## src/rtl/dm_arbiter_if.sv

```systemverilog
// dm_arbiter_if: requester fields, responses and the shared data-memory port of dm_arbiter.
interface dm_arbiter_if;
  logic [1:0] reqValid;
  logic [31:0] reqAddress0, reqAddress1;
  logic [2:0] reqReadType0, reqReadType1;
  logic [1:0] reqWriteType0, reqWriteType1;
  logic [31:0] reqWriteInput0, reqWriteInput1;
  logic [1:0] ack;
  logic [31:0] respData;
  logic respError;
  logic [31:0] dmAddress;
  logic [2:0] dmReadType;
  logic [1:0] dmWriteType;
  logic [31:0] dmWriteInput;
  logic [31:0] dmReadResult;
  modport slave (
    input reqValid, reqAddress0, reqAddress1, reqReadType0, reqReadType1,
    input reqWriteType0, reqWriteType1, reqWriteInput0, reqWriteInput1, dmReadResult,
    output ack, respData, respError, dmAddress, dmReadType, dmWriteType, dmWriteInput
  );
  modport master (
    output reqValid, reqAddress0, reqAddress1, reqReadType0, reqReadType1,
    output reqWriteType0, reqWriteType1, reqWriteInput0, reqWriteInput1, dmReadResult,
    input ack, respData, respError, dmAddress, dmReadType, dmWriteType, dmWriteInput
  );
endinterface

```

## src/rtl/dm_arbiter.sv

```systemverilog
// dm_arbiter: alternating-priority arbiter of two requesters onto one data-memory port, ack one cycle later.
// Define DM_ARBITER_ALIGN_CHECK_EN to block misaligned stores and flag them on respError.
module dm_arbiter #(
  parameter int PRIO_INIT = 0
) (
  input logic clock,
  input logic reset,
  dm_arbiter_if.slave bus
);
  typedef enum logic {IDLE, RESP} state_e;
  state_e state_q, state_d;
  logic prio_q, prio_d, win_q, win_d, err_q, err_d;
  logic [31:0] data_q, data_d;
  logic any_req, win, mis;
  logic [31:0] addr;
  logic [2:0] rt;
  logic [1:0] wt;
  assign any_req = |bus.reqValid;
  assign win = &bus.reqValid ? prio_q : bus.reqValid[1];
  assign addr = win ? bus.reqAddress1 : bus.reqAddress0;
  assign rt = win ? bus.reqReadType1 : bus.reqReadType0;
  assign wt = win ? bus.reqWriteType1 : bus.reqWriteType0;
`ifdef DM_ARBITER_ALIGN_CHECK_EN
  logic [1:0] sz;
  // loads follow RISC-V funct3 widths: [1:0]=01 half, 10 word, else byte
  assign sz = wt != 2'b00 ? wt : rt[1:0] == 2'b01 ? 2'b10 : rt[1:0] == 2'b10 ? 2'b11 : 2'b01;
  assign mis = (sz == 2'b10 && addr[0]) || (sz == 2'b11 && addr[1:0] != 2'b00);
`else
  assign mis = 1'b0;
`endif
  always_comb begin
    state_d = IDLE;
    prio_d = prio_q;
    win_d = win_q;
    err_d = err_q;
    data_d = data_q;
    bus.dmAddress = '0;
    bus.dmReadType = '0;
    bus.dmWriteType = '0;
    bus.dmWriteInput = '0;
    if (state_q == IDLE && any_req) begin
      state_d = RESP;
      prio_d = ~win;
      win_d = win;
      err_d = mis;
      data_d = bus.dmReadResult;
      bus.dmAddress = addr;
      bus.dmReadType = rt;
      bus.dmWriteType = mis ? 2'b00 : wt;
      bus.dmWriteInput = win ? bus.reqWriteInput1 : bus.reqWriteInput0;
    end
  end
  always_ff @(posedge clock)
    if (reset) begin
      state_q <= IDLE;
      prio_q <= 1'(PRIO_INIT);
      win_q <= 1'b0;
      err_q <= 1'b0;
      data_q <= '0;
    end else begin
      state_q <= state_d;
      prio_q <= prio_d;
      win_q <= win_d;
      err_q <= err_d;
      data_q <= data_d;
    end
  // reset in the ack cycle cancels that ack
  assign bus.ack = (state_q == RESP && !reset) ? (win_q ? 2'b10 : 2'b01) : 2'b00;
  assign bus.respData = data_q;
`ifdef DM_ARBITER_ALIGN_CHECK_EN
  assign bus.respError = err_q;
`else
  assign bus.respError = 1'b0;
`endif
endmodule

```

## src/flat_wrapper.sv

```systemverilog
// flat-port wrapper written by rule: the top's interface ports become plain ports
module dm_arbiter_flat 
#(
  parameter int PRIO_INIT = 0
)
  (clock, reset, bus_reqValid, bus_reqAddress0, bus_reqAddress1, bus_reqReadType0, bus_reqReadType1, bus_reqWriteType0, bus_reqWriteType1, bus_reqWriteInput0, bus_reqWriteInput1, bus_dmReadResult, bus_ack, bus_respData, bus_respError, bus_dmAddress, bus_dmReadType, bus_dmWriteType, bus_dmWriteInput);
  dm_arbiter_if bus_i ();
  input logic clock;
  input logic reset;
  input wire logic [$bits(bus_i.reqValid)-1:0] bus_reqValid;
  input wire logic [$bits(bus_i.reqAddress0)-1:0] bus_reqAddress0;
  input wire logic [$bits(bus_i.reqAddress1)-1:0] bus_reqAddress1;
  input wire logic [$bits(bus_i.reqReadType0)-1:0] bus_reqReadType0;
  input wire logic [$bits(bus_i.reqReadType1)-1:0] bus_reqReadType1;
  input wire logic [$bits(bus_i.reqWriteType0)-1:0] bus_reqWriteType0;
  input wire logic [$bits(bus_i.reqWriteType1)-1:0] bus_reqWriteType1;
  input wire logic [$bits(bus_i.reqWriteInput0)-1:0] bus_reqWriteInput0;
  input wire logic [$bits(bus_i.reqWriteInput1)-1:0] bus_reqWriteInput1;
  input wire logic [$bits(bus_i.dmReadResult)-1:0] bus_dmReadResult;
  output wire logic [$bits(bus_i.ack)-1:0] bus_ack;
  output wire logic [$bits(bus_i.respData)-1:0] bus_respData;
  output wire logic [$bits(bus_i.respError)-1:0] bus_respError;
  output wire logic [$bits(bus_i.dmAddress)-1:0] bus_dmAddress;
  output wire logic [$bits(bus_i.dmReadType)-1:0] bus_dmReadType;
  output wire logic [$bits(bus_i.dmWriteType)-1:0] bus_dmWriteType;
  output wire logic [$bits(bus_i.dmWriteInput)-1:0] bus_dmWriteInput;
  assign bus_i.reqValid = bus_reqValid;
  assign bus_i.reqAddress0 = bus_reqAddress0;
  assign bus_i.reqAddress1 = bus_reqAddress1;
  assign bus_i.reqReadType0 = bus_reqReadType0;
  assign bus_i.reqReadType1 = bus_reqReadType1;
  assign bus_i.reqWriteType0 = bus_reqWriteType0;
  assign bus_i.reqWriteType1 = bus_reqWriteType1;
  assign bus_i.reqWriteInput0 = bus_reqWriteInput0;
  assign bus_i.reqWriteInput1 = bus_reqWriteInput1;
  assign bus_i.dmReadResult = bus_dmReadResult;
  assign bus_ack = bus_i.ack;
  assign bus_respData = bus_i.respData;
  assign bus_respError = bus_i.respError;
  assign bus_dmAddress = bus_i.dmAddress;
  assign bus_dmReadType = bus_i.dmReadType;
  assign bus_dmWriteType = bus_i.dmWriteType;
  assign bus_dmWriteInput = bus_i.dmWriteInput;
  dm_arbiter #(.PRIO_INIT(PRIO_INIT)) u_core (.clock(clock), .reset(reset), .bus(bus_i));
endmodule
```

## config.mk

```make
export PLATFORM = sky130hd
export DESIGN_NAME = dm_arbiter_flat
export DESIGN_NICKNAME = d
export VERILOG_FILES = /design/src/rtl/dm_arbiter_if.sv /design/src/rtl/dm_arbiter.sv /design/src/flat_wrapper.sv
export SDC_FILE = /design/constraint.sdc
export NUM_CORES = 1
export LEC_CHECK = 0
export CAP_MARGIN = 20
export CORE_AREA = 2 2 109 111
export CTS_CLUSTER_DIAMETER = 60
export DETAILED_ROUTE_END_ITERATION = 8
export DIE_AREA = 0 0 111 113
export DONT_BUFFER_PORTS = 1
export PLACE_DENSITY = 0.32
export SLEW_MARGIN = 10
export SYNTH_ARGS = -nofsm -noshare
export SYNTH_HDL_FRONTEND = slang
export SYNTH_SLANG_ARGS = --single-unit
```

## constraint.sdc

```tcl
create_clock -name clock -period 1.25 [get_ports clock]
set_input_delay 0.125 -clock clock [delete_from_list [all_inputs] [get_ports clock]]
set_output_delay 0.125 -clock clock [all_outputs]
set_load 0.005 [all_outputs]
```

* After elaboration in Yosys (flattened, before gate mapping) *
Index checks and enable logic that the tools add are counted.

operators by class
  add/subtract/negate cells = 0
  multiply operators = 0
  divide/modulo/power cells = 0
  order comparisons = 0
  eq/ne operators = 0
  shifts and indexed selects = 0
  muxes and demuxes = 12
  bitwise operators = 2
  reductions and logical operators = 5

operators with widths
  kind                 count
  two-way mux 32 bit   4
  two-way mux 2 bit    4
  two-way mux 3 bit    2
  logical AND 1 bit    2
  two-way mux 1 bit    2
  NOT 1 bit            2
  AND reduction 2 bit  1
  OR reduction 2 bit   1
  logical NOT 1 bit    1

storage, ports and cells
  flip-flop bits (word level) = 35
  latch bits = 0
  RAM bits = 0
  memory bits (read-only) = 0
  memories = 0

* Longest topological paths before layout *
  word-level depth = 4
  gate-level depth with buffers = 5

* Worst setup path after synthesis *
No wires, ideal clock.

  path kind = register to output
  start point = reg u_core.prio_q
  end point = out bus_dmAddress[21]
  arrival = 1093 ps
  required time = 1125 ps
  path slack = 32 ps
  cell stages (with the launch flop) = 6
  buffers on the path = 2
  cell sequence = dfxtp_1 nand2b_1 buf_2 clkbuf_1 a32oi_1 nor2_1

between the ends
  cells in the longest elaborated chain, start to end = 3

ends and longest elaborated chain
  element                 RTL line            source
  start, declared         dm_arbiter.sv:12    logic prio_q, prio_d, win_q, win_d, err_q, err_d;
  start signal, assigned  dm_arbiter.sv:56    prio_q <= 1'(PRIO_INIT);
  start signal, assigned  dm_arbiter.sv:62    prio_q <= prio_d;
  two-way mux 1 bit       dm_arbiter.sv:19    assign win = &bus.reqValid ? prio_q : bus.reqValid[1];
  two-way mux 32 bit      dm_arbiter.sv:20    assign addr = win ? bus.reqAddress1 : bus.reqAddress0;
  two-way mux 32 bit      dm_arbiter.sv:41    if (state_q == IDLE && any_req) begin
  end, declared           flat_wrapper.sv:23  output wire logic [$bits(bus_i.dmAddress)-1:0] bus_dmAddress;

No other way between the ends.

* Worst setup path in the final report *
  start point = reg u_core.prio_q
  end point = out bus_dmAddress[9]

Same word-level chain as after synthesis.

==> metrics.csv <==
stage;metric;value;unit
outcome;outcome;finished with violations;
outcome;violations;negative setup slack;
timing;min_period;1.574;ns
power_and_ir_drop;intPower;2.589;mW
worst_setup_path;worstSetupStartpointType;register;
timing;fin_tns_setup;-18.93;ns
placed_design;placed_cells;442;
placed_design;dp_hpwl;7171;um
worst_setup_path;reg2reg_setup_slack;0.11;ns
hold_path;min_to;u_core.win_q$_SDFFE_PP0P_;
logic_synthesis;ys_seq_area_share;30.99;%
power_and_ir_drop;ir_worst_vdd;0.9337;mV
worst_setup_path;r2r_cells;4;
die;core_area;11270;um^2
grt;grt_pass1_vias;2557;
finish;fin_nets;526;
worst_setup_path;cp.required;1.12;ns
drt;wl_met1;4292;um
finish;stdcell_count;496;
timing;hold_viol;0;
drt;routed-wl-met2;5427;um
worst_setup_path;worstPathMaxFanout;11;
power_and_ir_drop;p_seq_share;34.6;%
worst_setup_path;worstReg2RegStart;u_core.prio_q$_SDFFE_PP0P_;
logic_synthesis;synthesis.nets;500;
drt;first_pass_iters;4;
drt;route.detailed.drc;0;
placed_design;io_buffers;0;
cts;tritoncts;done;
cts;clockBufferDepth;2;
cts;cts_root_buf;clkbuf_16;
grt;gr-total-overflow;0;
die;initial_utilization;20.06;%
timing;timing.final.crit_share;125.9;%
finish;diodes;0;
logic_synthesis;syn_inst;326;
power_and_ir_drop;clock_power_share;35.2;%
worst_setup_path;crit_family;buffers and inverters;
finish;area_growth;52.85;%
worst_setup_path;worstPathArrival;1.45;ns
cts;clkTransAtPathRegs;0.05;ns
worst_setup_path;cp_num_buf_inv;3;
drt;met3_length;889;um
worst_setup_path;crit_path_top_delay_cell;dfxtp_2;
die;rows;39;
cts;h-tree-depth;2;
cts;clkSinkCount;35;
worst_setup_path;critical-path-max-stage-delay;0.32;ns
hold_path;min_from;reset;
timing;rsz0062_at_grt;yes;
logic_synthesis;ys.warnings.count;0;
placed_design;gp_congestion;0.7993;
cts;clk_latency;0.27;ns
grt;grt_pass1_wl;14740;um
finish;final_common_cell;nand2_1;
power_and_ir_drop;power_frac_comb;30.3;%
cts;cts_buffers;5;
drt;ant_nets;0;
timing;max_freq;635.2;MHz
die;die_area;12540;um^2
drt;post_drt_wl_per_cell;22.06;um
power_and_ir_drop;power_leakage;1.235;nW
timing;finalWorstSetupSlack;-0.3244;ns
timing;drv_slew;0;
grt;grt_antenna_before_repair;0;
drt;drt-total-wl;10940;um
die;die_x;111;um
grt;grt_max_degree;75;
worst_setup_path;r2r-end;u_core.win_q$_SDFFE_PP0P_;
logic_synthesis;netlist_area;2261;um^2
die;pin_count;278;
drt;drtIter0Drc;153;
drt;num_vias;2687;
worst_setup_path;path_class;register to primary output;
logic_synthesis;ys_ff_latch;35;
timing;finClkSkew;0.004222;ns
power_and_ir_drop;p_switching;1.081;mW
grt;grt.total_usage;14.76;%
timing;setup_viol;69;
hold_path;whs_path_depth;2;
drt;route.detailed.vias_per_inst;5.417;
logic_synthesis;synth.distinct_cells;19;
flow_run;maxCapViolCount;0;
logic_synthesis;synth.avg_cell_area;6.935;um^2
worst_setup_path;crit_chain;buf_6 > a21boi_4 > buf_12 > clkbuf_16 > a32oi_1 > nor2_1;
hold_path;hp-class;input pin to register;
finish;drive_above_1_share;20.68;%
power_and_ir_drop;power_density;1062;nW/um^2
finish;final_cell_mix;nand2_1, nor2_1, a32oi_1, dfxtp_1;
worst_setup_path;endpoint_kind;primary output;
power_and_ir_drop;switching_share;29.46;%
drt;top_layer;met4;
die;die_h;113;um
cells in the mapped netlist, drive strengths merged:
library cell | n | share of area, %
a32oi | 69 | 27
o21bai | 1 | 0.50
nand2b | 2 | 0.55
buf | 30 | 6.6
o21ba | 1 | 0.44
nor2b | 1 | 0.28
dfxtp | 35 | 31
nor2 | 71 | 12
nor3b | 1 | 0.33
clkbuf | 12 | 2.0
a21oi | 32 | 7.1
a21boi | 1 | 0.50
conb | 1 | 0.17
o32ai | 1 | 0.39
nand2 | 66 | 11
and3b | 1 | 0.39
o22ai | 1 | 0.28
logic make-up after synthesis:
| group | count (synthesis) | synth area share [%] |
|---|---|---|
| other | 1 | 0.1659 |
| AND/OR/NAND/NOR | 142 | 24.29 |
| AO/OA/AOI/OAI | 106 | 35.92 |
| buffers and inverters | 42 | 8.633 |
| flip-flops | 35 | 30.99 |
layout make-up:
| type | instances | area [um^2] |
|---|---|---|
| timing repair buffer | 61 | 835.8 |
| fill | 1211 | 7816 |
| clock inverter | 1 | 7.507 |
| sequential | 35 | 705.7 |
| tap | 143 | 178.9 |
| multi-input combinational | 249 | 1575 |
| clock buffer | 7 | 152.6 |
worst max-delay path by stage:
stage	from	to	slack (ns)	cells after the start
floorplan	u_core.prio_q$_SDFFE_PP0P_	bus_dmAddress[21]	0.03	5
global placement	u_core.prio_q$_SDFFE_PP0P_	bus_dmWriteInput[4]	-0.02	5
detailed placement	u_core.prio_q$_SDFFE_PP0P_	bus_dmWriteInput[4]	-0.05	5
CTS	u_core.prio_q$_SDFFE_PP0P_	bus_dmAddress[15]	-0.32	6
global route	u_core.prio_q$_SDFFE_PP0P_	bus_dmWriteInput[21]	-0.37	6
finish	u_core.prio_q$_SDFFE_PP0P_	bus_dmAddress[9]	-0.32	6
metal layers:
layer	vias up	track usage (%)
li1	1243	-
met1	1251	18.00
met2	171	24.58
met3	22	4.285
met4	0	5.917
met5	-	0
flip-flops by register name (all words and copies together), names as in the netlist:
name / flops
u_core.state_q: 1
u_core.win_q: 1
u_core.bus.respData: 32
u_core.prio_q: 1
metrics by stage:
| step | hold slack (ns) | util (%) | total power [mW] | instance area, um^2 | worst slack, ns |
|---|---|---|---|---|---|
| after floorplan | 0.2610 | - | 1.864 | 2261 | 0.03157 |
| after global placement | 0.1987 | 21.68 | 2.028 | 2444 | -0.02254 |
| after detailed placement | 0.1998 | 21.68 | 2.032 | 2444 | -0.04794 |
| after CTS | 0.005480 | 27.76 | 3.585 | 3129 | -0.3216 |
| after global routing | 0.04300 | 30.66 | 3.871 | 3456 | -0.3655 |
| final | 0.04432 | 30.66 | 3.670 | 3456 | -0.3244 |
what timing repair did:
item | in CTS | in global routing
resized for setup | 10 | 37
hold buffers | 33 | 0
endpoints found under the setup margin | 70 | 70
cloned | 4 | 5
buffers inserted | 3 | 2
endpoints found under the hold margin | 35 | 0
pin swaps | 5 | 15
power by group through the flow:
stage	Combinational, mW	Sequential, mW	Clock (mW)
after floorplan	0.596	1.27	0
after CTS	0.964	1.27	1.35
after global routing	1.20	1.28	1.39
final	1.11	1.27	1.29
after global placement	0.734	1.29	0
after detailed placement	0.741	1.29	0
No activity file was read; power rests on OpenSTA's default activity.
